[src/rtl/stopwatch_mode_ctrl.sv]
`default_nettype none
// ============================================================================
//  Module      : stopwatch_mode_ctrl
//  Description : Mode controller and tick scheduler for the stopwatch
//                minute/second counter datapath. Conditions the board inputs
//                (2-flop sync, button debounce, press detect), runs the
//                RUN / PAUSED / ADJ_MIN / ADJ_SEC state machine and produces
//                the counter enables, count tick, clear pulse and blink phase.
//  Revision    : 1.0 - initial release
// ============================================================================
module stopwatch_mode_ctrl #(
    parameter int CLK_HZ       = 100_000_000,
    parameter int DEBOUNCE_CYC = 1_000_000
) (
    input  logic       clk,
    input  logic       rst,        // asynchronous, active-low
    input  logic       btn_pause,
    input  logic       btn_reset,
    input  logic       sw_adj,
    input  logic       sw_sel,
    output logic       min_en,
    output logic       sec_en,
    output logic       cnt_tick,
    output logic       cnt_clr,
    output logic       blink,
    output logic [1:0] mode
);

    // ------------------------------------------------------------------------
    // Constants
    // ------------------------------------------------------------------------
    localparam int DIV_W = (CLK_HZ > 2) ? $clog2(CLK_HZ) : 1;
    localparam int DB_W  = (DEBOUNCE_CYC > 2) ? $clog2(DEBOUNCE_CYC) : 1;

    localparam logic [DIV_W-1:0] c_div_last = DIV_W'(CLK_HZ - 1);
    localparam logic [DIV_W-1:0] c_div_half = DIV_W'(CLK_HZ / 2 - 1);
    localparam logic [DB_W-1:0]  c_db_last  = DB_W'(DEBOUNCE_CYC - 1);

    // State encoding doubles as the mode output encoding
    localparam logic [1:0] c_st_run     = 2'b00;
    localparam logic [1:0] c_st_paused  = 2'b01;
    localparam logic [1:0] c_st_adj_min = 2'b10;
    localparam logic [1:0] c_st_adj_sec = 2'b11;

    // Bit positions inside the synchronizer vectors
    localparam int c_bit_pause = 0;
    localparam int c_bit_reset = 1;
    localparam int c_bit_adj   = 2;
    localparam int c_bit_sel   = 3;

    // ------------------------------------------------------------------------
    // Declarations
    // ------------------------------------------------------------------------
    logic [3:0]       r_sync1;
    logic [3:0]       r_sync2;
    logic [1:0]       w_press;      // [0] pause press, [1] reset press

    logic [DIV_W-1:0] r_div;
    logic             w_t1;
    logic             w_t2;

    logic [1:0]       r_state;
    logic             r_paused;
    logic             r_cnt_clr;
    logic             r_blink;

    logic             w_p_pause;
    logic             w_p_reset;
    logic             w_sw_adj;
    logic             w_sw_sel;
    logic             w_paused_nxt;
    logic [1:0]       w_state_nxt;
    logic             w_in_adj;

    // ------------------------------------------------------------------------
    // Two-flop synchronizer for all four raw inputs
    // ------------------------------------------------------------------------
    always_ff @(posedge clk or negedge rst) begin
        if (!rst) begin
            r_sync1 <= 4'b0000;
            r_sync2 <= 4'b0000;
        end else begin
            r_sync1 <= {sw_sel, sw_adj, btn_reset, btn_pause};
            r_sync2 <= r_sync1;
        end
    end

    // ------------------------------------------------------------------------
    // Per-button debounce and rising-edge press detect
    // ------------------------------------------------------------------------
    generate
        for (genvar gi = 0; gi < 2; gi++) begin : g_debounce
            logic [DB_W-1:0] r_cnt;
            logic            r_db;
            logic            r_db_q;
            logic            w_sync;

            assign w_sync = r_sync2[gi];

            // Accept a new level only after DEBOUNCE_CYC consecutive
            // disagreeing samples; any agreement restarts the count.
            always_ff @(posedge clk or negedge rst) begin
                if (!rst) begin
                    r_cnt  <= '0;
                    r_db   <= 1'b0;
                    r_db_q <= 1'b0;
                end else begin
                    r_db_q <= r_db;
                    if (w_sync == r_db) begin
                        r_cnt <= '0;
                    end else if (r_cnt == c_db_last) begin
                        r_db  <= w_sync;
                        r_cnt <= '0;
                    end else begin
                        r_cnt <= r_cnt + 1'b1;
                    end
                end
            end

            assign w_press[gi] = r_db & ~r_db_q;
        end
    endgenerate

    assign w_p_pause = w_press[c_bit_pause];
    assign w_p_reset = w_press[c_bit_reset];
    assign w_sw_adj  = r_sync2[c_bit_adj];
    assign w_sw_sel  = r_sync2[c_bit_sel];

    // ------------------------------------------------------------------------
    // Tick divider: t1 once per period, t2 twice per period (t1 included)
    // ------------------------------------------------------------------------
    always_ff @(posedge clk or negedge rst) begin
        if (!rst) begin
            r_div <= '0;
        end else if (r_cnt_clr || (r_div == c_div_last)) begin
            // Restarting on clear makes the first tick after it a full period
            r_div <= '0;
        end else begin
            r_div <= r_div + 1'b1;
        end
    end

    assign w_t1 = (r_div == c_div_last);
    assign w_t2 = (r_div == c_div_half) | w_t1;

    // ------------------------------------------------------------------------
    // Next-state logic: switches take priority, otherwise the pause flag
    // (including a toggle happening this cycle) picks PAUSED or RUN.
    // ------------------------------------------------------------------------
    assign w_paused_nxt = r_paused ^ w_p_pause;
    assign w_in_adj     = r_state[1];

    always_comb begin
        w_state_nxt = c_st_run;
        if (w_sw_adj) begin
            w_state_nxt = w_sw_sel ? c_st_adj_sec : c_st_adj_min;
        end else if (w_paused_nxt) begin
            w_state_nxt = c_st_paused;
        end
    end

    // ------------------------------------------------------------------------
    // Mode state machine, pause flag, clear pulse and blink phase
    // ------------------------------------------------------------------------
    always_ff @(posedge clk or negedge rst) begin
        if (!rst) begin
            r_state   <= c_st_run;
            r_paused  <= 1'b0;
            r_cnt_clr <= 1'b1;      // counters are cleared while in reset
            r_blink   <= 1'b0;
        end else begin
            r_state   <= w_state_nxt;
            r_paused  <= w_paused_nxt;
            r_cnt_clr <= w_p_reset;
            if (!w_in_adj) begin
                r_blink <= 1'b0;
            end else if (w_t2) begin
                r_blink <= ~r_blink;
            end
        end
    end

    // ------------------------------------------------------------------------
    // Output decode from the current state; a pending clear masks the tick
    // ------------------------------------------------------------------------
    always_comb begin
        min_en   = 1'b0;
        sec_en   = 1'b0;
        cnt_tick = 1'b0;
        blink    = 1'b0;
        case (r_state)
            c_st_run: begin
                min_en   = 1'b1;
                sec_en   = 1'b1;
                cnt_tick = w_t1;
            end
            c_st_adj_min: begin
                min_en   = 1'b1;
                cnt_tick = w_t2;
                blink    = r_blink;
            end
            c_st_adj_sec: begin
                sec_en   = 1'b1;
                cnt_tick = w_t2;
                blink    = r_blink;
            end
            default: begin
                // PAUSED: everything stays low
            end
        endcase
        if (r_cnt_clr) begin
            cnt_tick = 1'b0;
        end
    end

    assign cnt_clr = r_cnt_clr;
    assign mode    = r_state;

endmodule
`default_nettype wire

[config.mk]
export PLATFORM = sky130hd
export DESIGN_NAME = stopwatch_mode_ctrl
export DESIGN_NICKNAME = d
export VERILOG_FILES = /design/src/rtl/stopwatch_mode_ctrl.sv
export SDC_FILE = /design/constraint.sdc
export NUM_CORES = 1
export LEC_CHECK = 0
export ABC_CLOCK_PERIOD_IN_PS = 6100
export CORE_MARGIN = 2
export CORE_UTILIZATION = 30
export DETAILED_ROUTE_END_ITERATION = 8
export HOLD_SLACK_MARGIN = 0.05
export PLACE_DENSITY = 0.45
export SLEW_MARGIN = 25
export SYNTH_ARGS = -nofsm -noshare
export SYNTH_HDL_FRONTEND = slang
export SYNTH_SLANG_ARGS = --single-unit
[constraint.sdc]
create_clock -name clk -period 6.1 [get_ports clk]
set_input_delay 1.22 -clock clk [delete_from_list [all_inputs] [get_ports clk]]
set_output_delay 1.22 -clock clk [all_outputs]
set_load 0.05 [all_outputs]
### Yosys cells after proc, flatten, opt, wreduce, memory -nomap -nowiden

Cells that the tools add are included.

| storage, ports and cells | value |
|---|---|
| register bits | 84 |
| latch bits | 0 |
| memory bits (writable) | 0 |
| ROM bits | 0 |
| logic and storage cells | 56 |
| memories kept | 0 |

| cells by class | value |
|---|---|
| add/sub/neg operators | 3 |
| $mul | 0 |
| div/mod/pow operators | 0 |
| magnitude comparators | 0 |
| equal/unequal tests | 9 |
| shift-type cells | 0 |
| mux-type cells | 15 |
| bitwise gates (word level) | 9 |
| reductions and logical operators | 7 |

Operator list:

| kind | number |
|---|---|
| 20-bit two-way mux | 4 |
| 20-bit by 1-bit adder with 20-bit output, second input constant | 2 |
| 20-bit == test, second input constant | 2 |
| 27-bit by 1-bit adder with 27-bit output, second input constant | 1 |
| 27-bit by 26-bit == test with 1-bit output, second input constant | 1 |
| 27-bit == test, second input constant | 1 |
| 27-bit two-way mux | 1 |
| 1-bit two-way mux | 8 |
| 2-bit OR reduction | 3 |
| 1-bit inverter | 5 |
| 2-bit == test, second input constant | 2 |
| 2-bit AND reduction | 2 |
| 1-bit bitwise AND | 2 |
| 1-bit == test | 2 |
| 2-bit logical NOT | 1 |
| 2-bit two-way mux | 1 |
| 2-bit != test, second input constant | 1 |
| 1-bit case mux with 2 select lines | 1 |
| 1-bit logical OR | 1 |
| 1-bit bitwise OR | 1 |
| 1-bit XOR | 1 |

### Logic depth before layout (Yosys ltp)

Gate-level depths: netlist (run 1).

| depth | value |
|---|---|
| depth in word-level cells | 5 |
| depth in mapped cells | 6 |
| mapped depth without buffers | 5 |

### Worst setup path before layout (run 1)

Ideal clock, no wire load.

| path | value |
|---|---|
| path type | register to output |
| start | register r_div[11] |
| end | output port cnt_tick |
| arrival time | 2695 ps |
| required time | 4880 ps |
| setup slack | 2185 ps |
| stages on the path, launching flop included | 5 |
| buffers on the path | 0 |
| path through | dfrtp_1 -> or4_1 -> nor4_1 -> o211ai_1 -> a211oi_1 |

| between the ends | value |
|---|---|
| longest elaborated chain between the ends | 4 |
| elaborated cells on any way between the ends | 5 |

RTL lines:

| element | line | RTL |
|---|---|---|
| from (decl) | 58 | `logic [DIV_W-1:0] r_div;` |
| from (signal assigned) | 139 | `r_div <= r_div + 1'b1;` |
| 27-bit by 26-bit == test with 1-bit output or 27-bit == test (tied branches) | 144, 143 |  |
| 1-bit bitwise OR | 144 | `assign w_t2 = (r_div == c_div_half) \| w_t1;` |
| 1-bit case mux with 2 select lines (*) | 191 | `case (r_state)` |
| 1-bit two-way mux (*) | 211 | `if (r_cnt_clr) begin` |
| to (decl) | 23 | `output logic cnt_tick,` |

Every way passes the cells marked *; elsewhere a longest branch is shown, timed or not.

### Final worst setup path (run 1)

Ends and elaborated chain as after synthesis.

==> tab_implementation.tex, run 1 <==
\begin{tabular}{lr}
\hline
Metric & Value \\
\hline
\multicolumn{2}{l}{\textbf{Global route}} \\
First-pass GRT wire length & roughly 15 mm \\
Antenna violations before repair & 0 \\
Global router's overall resource usage & a little over an eighth \\
Overflow left after global routing & 0 \\
Maximum number of pins on one net before global-route repair & a little under 50 \\
Via count of the first global-routing pass & around 3000 \\
\multicolumn{2}{l}{\textbf{Timing}} \\
Number of hold violations in the final report & 0 \\
Max-slew headroom & a little under half \\
Worst hold-check slack & about 0.35 ns \\
RSZ-0062 raised after global routing & no \\
Worst Setup Slack, final & around 1.8 ns \\
Setup TNS Final & 0 ns \\
Shortest period the worst path allows & between 4 and 5 ns \\
Pin slew with the least headroom to its limit & approximately 0.78 ns \\
Maximum clock frequency & about 230 MHz \\
Final period util & 70.1\% \\
Slew Limit Fails & 0 \\
Clock tree skew after final layout & 0.00587 ns \\
Final setup violation count & 0 \\
\multicolumn{2}{l}{\textbf{Pwr}} \\
Worst IR Drop VDD & roughly 0.16 mV \\
Power density over the cells & 246 nW/um\^{}2 \\
Static leakage & 1.83 nW \\
\multicolumn{2}{l}{\textbf{Place}} \\
Number of cells after detailed placement & roughly 590 \\
Worst slack, placed & approximately 2.2 ns \\
Count of input and output buffers & 12 \\
Half-perimeter wire length after detailed placement & slightly below 6 mm \\
Routability-driven placement congestion ratio & around 0.8 \\
\multicolumn{2}{l}{\textbf{Critical path}} \\
Path type of the worst setup path & register to primary output \\
Maximum fanout along the worst path & 6 \\
Critical path buffers and inverters & 1 \\
Element type at the critical path end & primary output \\
Slowest stage cell, crit path & sky130\_fd\_sc\_hd\_\_clkdlybuf4s50\_1 \\
Startpoint type of the worst setup path & register \\
Critical Path, Cell by Cell & or4\_1, nor4\_1, o211ai\_1, a211oi\_1, clkdlybuf4s50\_1 \\
Worst Path Arrival & 3.06 ns \\
Slowest Stage Delay on Critical Path & $\sim$0.86 ns \\
Worst Path Required & between 4 and 5 ns \\
Cell family with most CP delay & simple AND/OR/NAND/NOR gates \\
\multicolumn{2}{l}{\textbf{Job}} \\
\# Max-Cap Violations & 0 \\
\multicolumn{2}{l}{\textbf{Drt}} \\
Final WL & 8.80 mm \\
Routed via count divided by cell count & slightly above 5 \\
Remaining DRCs & 0 \\
TritonRoute pass-1 iters & 4 \\
DR iter-0 viols & $\sim$180 \\
Detail Route Antenna Nets & 0 \\
Routed length per placed instance & between 10 and 15 um \\
Via count & between 3000 and 4000 \\
\multicolumn{2}{l}{\textbf{Cells and area}} \\
Most common cell after layout, fill and taps aside & sky130\_fd\_sc\_hd\_\_dfrtp\_1 \\
Number of nets in the layout & about 440 \\
Multi-input gate area in the final layout & approximately 1900 um\^{}2 \\
Fraction of final layout cells with drive strength greater than 1 & under 10\% \\
Area occupied by registers & roughly 2100 um\^{}2 \\
Area growth from synthesis to final layout & 15.3\% \\
Filler Cell Count & 1343 \\
Post-route non-filler standard cell count & 609 \\
Leading cell types in the layout, fill and taps excluded & 83 x sky130\_fd\_sc\_hd\_\_dfrtp\_1, 46 x sky130\_fd\_sc\_hd\_\_nor2\_1, 27 x sky130\_fd\_sc\_hd\_\_xnor2\_1 \\
Ant diodes & 0 \\
\multicolumn{2}{l}{\textbf{Die}} \\
Effective utilization at floorplan & a little under a third \\
Area of the die & 14600 um\^{}2 \\
I/O pin total & 13 \\
Site row count & 42 \\
Area of the placeable core & around 13000 um\^{}2 \\
Die height & 121 um \\
Die width & roughly 120 um \\
\multicolumn{2}{l}{\textbf{CTS}} \\
CTS clock-pin slew for the worst setup and hold paths & $\sim$0.06 ns \\
Number of buffers created by CTS & 9 \\
Buffer type at the clock tree root & sky130\_fd\_sc\_hd\_\_clkbuf\_16 \\
Clock tree from TritonCTS & built \\
Number of buffers between clock root and the deepest sink & 2 \\
Clock insertion delay at the later pin of the skew report & between 0.3 and 0.4 ns \\
CTS H-tree lvls & 3 \\
Hold buffer count at CTS & 0 \\
Clk sink count & 84 \\
PostCTS Resize Cnt & 0 \\
Post-CTS setup buffer count & 0 \\
\multicolumn{2}{l}{\textbf{Synth}} \\
Fraction of post-synthesis cell area in the top cell type by area & about half \\
Synthesized instance count & 411 \\
EDFF count, synth & 0 \\
Number of distinct library cells after synthesis & 43 \\
Sequential element share of the synthesized area & 51.4\% \\
Biggest area contributors in the synthesized netlist & sky130\_fd\_sc\_hd\_\_dfrtp\_1 51\%, sky130\_fd\_sc\_hd\_\_xnor2\_1 5.8\%, sky130\_fd\_sc\_hd\_\_nor2\_1 4.2\% \\
Flip-flop and latch count after synthesis & between 80 and 90 \\
Post-synthesis cell area & around 4100 um\^{}2 \\
Largest area contributor in the synthesized netlist & sky130\_fd\_sc\_hd\_\_dfrtp\_1 \\
Most instantiated flip-flop cell in the synthesis netlist & sky130\_fd\_sc\_hd\_\_dfrtp\_1 \\
Warnings, synthesis & 0 \\
Synth async-reset ratio & between 90\% and 100\% \\
Avg Synthesized Cell Area & roughly 10 um\^{}2 \\
Net count after synthesis & approximately 420 \\
\multicolumn{2}{l}{\textbf{Min path}} \\
Type of the tightest min-delay check & register to register \\
\multicolumn{2}{l}{\textbf{Outcome}} \\
Run status & finished, final reports clean \\
\hline
\end{tabular}
==> sequential cells by signal, summed over array words and instances (netlist names) <==
register           count
r_blink                1
mode                   2
g_debounce.r_cnt      40
cnt_clr                1
r_div                 27
g_debounce.r_db        2
g_debounce.r_db_q      2
r_paused               1
r_sync2                4
r_sync1                4
==> per-layer routing <==
metal  GRT usage (%)  up-vias  share of wire (%)
met5               0        -                  0
met4            4.58        0                1.1
met3            4.39        7                3.9
met2            20.3       48                 47
met1            17.7     1520                 48
li1                -     1535                  -
==> worst register-to-register path: stages (launching register included) <==
cell                      delay (ns)
sky130_fd_sc_hd__dfrtp_1        0.44
sky130_fd_sc_hd__or4b_2         0.71
sky130_fd_sc_hd__nor3_1         0.23
sky130_fd_sc_hd__a21o_1         0.67
sky130_fd_sc_hd__a21oi_1        0.11
==> through the flow <==
step / instance area, um^2 / total power, mW / utilization (%)
2_1_floorplan: 4090 / 0.598 / -
3_3_place_gp: 4430 / 0.623 / 33.3
3_5_place_dp: 4430 / 0.624 / 33.3
4_1_cts: 4720 / 1.18 / 35.5
5_1_grt: 4720 / 1.21 / 35.5
6_report: 4720 / 1.16 / 35.5
==> path summary, 6_finish.rpt <==
kind | depth (start not counted) | from | to | slack [ns]
worst max-delay path | 5 | r_div[11] | cnt_tick | 1.82
worst min-delay path | 0 | r_sync1[1] | r_sync2[1] | 0.35
worst max register to register | 4 | r_div[17] | r_div[25] | 3.78
worst min register to register | 0 | r_sync1[1] | r_sync2[1] | 0.35
max in group asynchronous | 2 | rst | r_sync2[3] | 4.26
min in group asynchronous | 1 | rst | r_div[9] | 0.86
==> layout make-up <==
class	instances	share of cell area [%]
clock buffer	12	5.22
timing repair buffer	15	2.97
tap	176	4.66
clock inverter	3	0.981
sequential	84	44.6
inverter	13	1.03
multi-input combinational	306	40.6
==> synth_stat cells, drive strengths merged (12+ instances only) <==
cell   count
inv       13
o21ai     15
dfrtp     83
xor2      12
or4       14
nand2     21
xnor2     27
or3       19
nand4     18
nor2      46
nand3     25
nor4      12
a21oi     25
nor3      12
o31ai     13
==> report_power, final <==
part | total [mW] | switching [mW] | internal (mW)
logic | 0.0418 | 0.0292 | 0.0126
registers | 0.570 | 0.00605 | 0.564
clock network | 0.548 | 0.220 | 0.328
==> kinds of logic (layout without fill, tap and decap cells) <==
family	count (synthesis)	in the layout	synth area share, %
flip-flops	84	84	51.4
multiplexers	4	4	1.07
adder cells (fa/ha/maj)	7	7	2.14
AO/OA/AOI/OAI	60	60	8.74
AND/OR/NAND/NOR	196	196	26.4
XOR/XNOR	39	39	8.34
buffers and inverters	21	43	1.96
(Power assumes the default switching activity.)
==> inputs of run 2 (changes only) <==
--- a/config.mk
+++ b/config.mk
@@ -5,7 +5,7 @@
 export SDC_FILE = /design/constraint.sdc
 export NUM_CORES = 1
 export LEC_CHECK = 0
-export ABC_CLOCK_PERIOD_IN_PS = 6100
+export ABC_CLOCK_PERIOD_IN_PS = 4100
 export CORE_MARGIN = 2
 export CORE_UTILIZATION = 30
 export DETAILED_ROUTE_END_ITERATION = 8
==> constraint.sdc (replaced) <==
create_clock -name clk -period 4.1 [get_ports clk]
set_input_delay 0.82 -clock clk [delete_from_list [all_inputs] [get_ports clk]]
set_output_delay 0.82 -clock clk [all_outputs]
set_load 0.05 [all_outputs]
==> tab_implementation.tex, run 2 (synthesis gave the netlist of run 1 again) <==
\begin{tabular}{lr}
\hline
Metric & Value \\
\hline
\multicolumn{2}{l}{\textbf{Outcome}} \\
Run status & finished, final reports clean \\
\multicolumn{2}{l}{\textbf{Cells and area}} \\
Leading registers by flop count & g\_debounce.r\_cnt x40, r\_div x27 \\
Area growth from synthesis to final layout & 16.3\% \\
Number of nets in the layout & 442 (unchanged) \\
Ant diodes & 0 (unchanged) \\
Max FFs per register & 40 (unchanged) \\
Fraction of final layout cells with drive strength greater than 1 & 7.83\% (+0.67 points) \\
Post-route non-filler standard cell count & 610 (+0.16\%) \\
Register with the highest flop count & g\_debounce.r\_cnt \\
Most common cell after layout, fill and taps aside & sky130\_fd\_sc\_hd\_\_dfrtp\_1 \\
Leading cell types in the layout, fill and taps excluded & 83 x sky130\_fd\_sc\_hd\_\_dfrtp\_1, 46 x sky130\_fd\_sc\_hd\_\_nor2\_1, 27 x sky130\_fd\_sc\_hd\_\_xnor2\_1 \\
\multicolumn{2}{l}{\textbf{Timing}} \\
Final period util & 95.2\% \\
Setup TNS Final & 0 ns (unchanged) \\
RSZ-0062 raised after global routing & no \\
Final setup violation count & 0 (unchanged) \\
Clock tree skew after final layout & 0.0100 ns (+0.00414 ns) \\
Slew Limit Fails & 0 (unchanged) \\
Shortest period the worst path allows & between 3 and 4 ns \\
Pin slew with the least headroom to its limit & 0.912 ns (+0.127 ns) \\
Max-slew headroom & 39.2\% (-8.5 points) \\
Maximum clock frequency & between 200 and 300 MHz \\
Number of hold violations in the final report & 0 (unchanged) \\
\multicolumn{2}{l}{\textbf{Critical path}} \\
Critical Path, Cell by Cell & or4\_1, nor4\_1, o211ai\_1, a211oi\_1, clkdlybuf4s50\_1 \\
Path type of the worst setup path & register to primary output \\
Element type at the critical path end & primary output \\
Slowest Stage Delay on Critical Path & 0.84 ns (-0.02 ns) \\
Worst Path Required & 3.28 ns (-1.60 ns) \\
Maximum fanout along the worst path & 6 (unchanged) \\
Cell family with most CP delay & simple AND/OR/NAND/NOR gates \\
Slowest stage cell, crit path & sky130\_fd\_sc\_hd\_\_clkdlybuf4s50\_1 \\
Startpoint type of the worst setup path & register \\
FF-to-FF Start & r\_div[17] \\
Critical Path Source & r\_div[11] \\
Worst Path Arrival & 3.08 ns (+0.02 ns) \\
Critical path buffers and inverters & 1 (unchanged) \\
\multicolumn{2}{l}{\textbf{Die}} \\
Area of the die & 14600 um\^{}2 (unchanged) \\
Die height & 121 um (unchanged) \\
Die width & 121 um (unchanged) \\
Effective utilization at floorplan & 30.8\% (unchanged) \\
Site row count & 42 (unchanged) \\
I/O pin total & 13 (unchanged) \\
Area of the placeable core & 13300 um\^{}2 (unchanged) \\
\multicolumn{2}{l}{\textbf{Drt}} \\
TritonRoute pass-1 iters & 4 (unchanged) \\
Routed via count divided by cell count & 5.10 (about the same) \\
Final WL & 8.81 mm (about the same) \\
Via count & 3112 (+0.064\%) \\
Routed length per placed instance & 14.4 um (about the same) \\
Detail Route Antenna Nets & 0 (unchanged) \\
Remaining DRCs & 0 (unchanged) \\
DR iter-0 viols & 226 (+29\%) \\
\multicolumn{2}{l}{\textbf{CTS}} \\
Clock tree from TritonCTS & built \\
Clock insertion delay at the later pin of the skew report & 0.35 ns (about the same) \\
Buffer type at the clock tree root & sky130\_fd\_sc\_hd\_\_clkbuf\_16 \\
CTS H-tree lvls & 3 (unchanged) \\
Number of buffers between clock root and the deepest sink & 2 (unchanged) \\
Hold buffer count at CTS & 0 (unchanged) \\
Clk sink count & 84 (unchanged) \\
Number of buffers created by CTS & 9 (unchanged) \\
Post-CTS setup buffer count & 0 (unchanged) \\
CTS clock-pin slew for the worst setup and hold paths & 0.06 ns (about the same) \\
PostCTS Resize Cnt & 0 (unchanged) \\
\multicolumn{2}{l}{\textbf{Global route}} \\
Antenna violations before repair & 0 (unchanged) \\
First-pass GRT wire length & 15.4 mm (+1.7\%) \\
Via count of the first global-routing pass & 3084 (+3.0\%) \\
Maximum number of pins on one net before global-route repair & 70 (+43\%) \\
Global router's overall resource usage & 13.6\% (+0.28 points) \\
Overflow left after global routing & 0 (unchanged) \\
\multicolumn{2}{l}{\textbf{Min path}} \\
Type of the tightest min-delay check & register to register \\
Worst min-delay path startpoint & r\_sync1[3] \\
\multicolumn{2}{l}{\textbf{Pwr}} \\
Worst IR Drop VDD & 0.264 mV (+68\%) \\
Power density over the cells & 381 nW/um\^{}2 (+55\%) \\
Static leakage & 1.85 nW (+1.1\%) \\
\multicolumn{2}{l}{\textbf{Place}} \\
Half-perimeter wire length after detailed placement & 5.85 mm (-0.53\%) \\
Number of cells after detailed placement & 594 (unchanged) \\
Count of input and output buffers & 12 (unchanged) \\
Routability-driven placement congestion ratio & 0.780 (-0.45\%) \\
\multicolumn{2}{l}{\textbf{Job}} \\
\# Max-Cap Violations & 0 (unchanged) \\
\hline
\end{tabular}
## run 2: cell count changes in the layout (fill, tap and decap cells not counted)
cell	previous run	this run
sky130_fd_sc_hd__inv_6	1	2
sky130_fd_sc_hd__bufinv_16	1	2
sky130_fd_sc_hd__clkinv_4	0	1
sky130_fd_sc_hd__clkbuf_1	2	0
## run 2: metrics by stage
stage                     power [mW]  instance area (um^2)  setup slack, ns  utilization, %  hold WS [ns]
after floorplan                0.889                  4090            0.585               -         0.331
after global placement         0.927                  4430            0.606            33.3         0.335
after detailed placement       0.927                  4430            0.603            33.3         0.342
after CTS                       1.85                  4760            0.199            35.8         0.357
after global routing            1.90                  4760           0.0400            35.8         0.358
final                           1.82                  4760            0.199            35.8         0.353
## run 2: layout make-up
| type | instances | area [um^2] |
|---|---|---|
| clock buffers | 10 | 239 |
| clock inverters | 6 | 93.8 |
| fillers | 1337 | 8530 |
| inverters | 13 | 48.8 |
| multi-input cells | 306 | 1920 |
| flip-flops and latches | 84 | 2100 |
| well taps | 176 | 220 |
| repair buffers | 15 | 140 |
## run 2: worst paths after layout
check	to	slack (ns)	cells past startpoint
setup / recovery	cnt_tick	0.20	5
min in group asynchronous	r_div[3]	0.60	1
max in group asynchronous	g_debounce[0].r_cnt[5]	2.72	2
hold reg to reg	r_sync2[3]	0.35	0
hold / removal	r_sync2[3]	0.35	0
setup reg to reg	r_div[10]	1.76	4
## run 2: layer usage
metal	global-route usage (%)	vias to the layer above	wire [um]
met5	0	-	0
met4	7.49	0	291
met3	4.15	16	303
met2	20.2	45	3920
met1	17.5	1515	4300
li1	-	1536	-
## run 2: where the power goes
| group | total (mW) | internal, mW | switching, mW |
|---|---|---|---|
| clock | 0.906 | 0.555 | 0.351 |
| sequential | 0.847 | 0.838 | 0.00886 |
| combinational | 0.0619 | 0.0187 | 0.0433 |
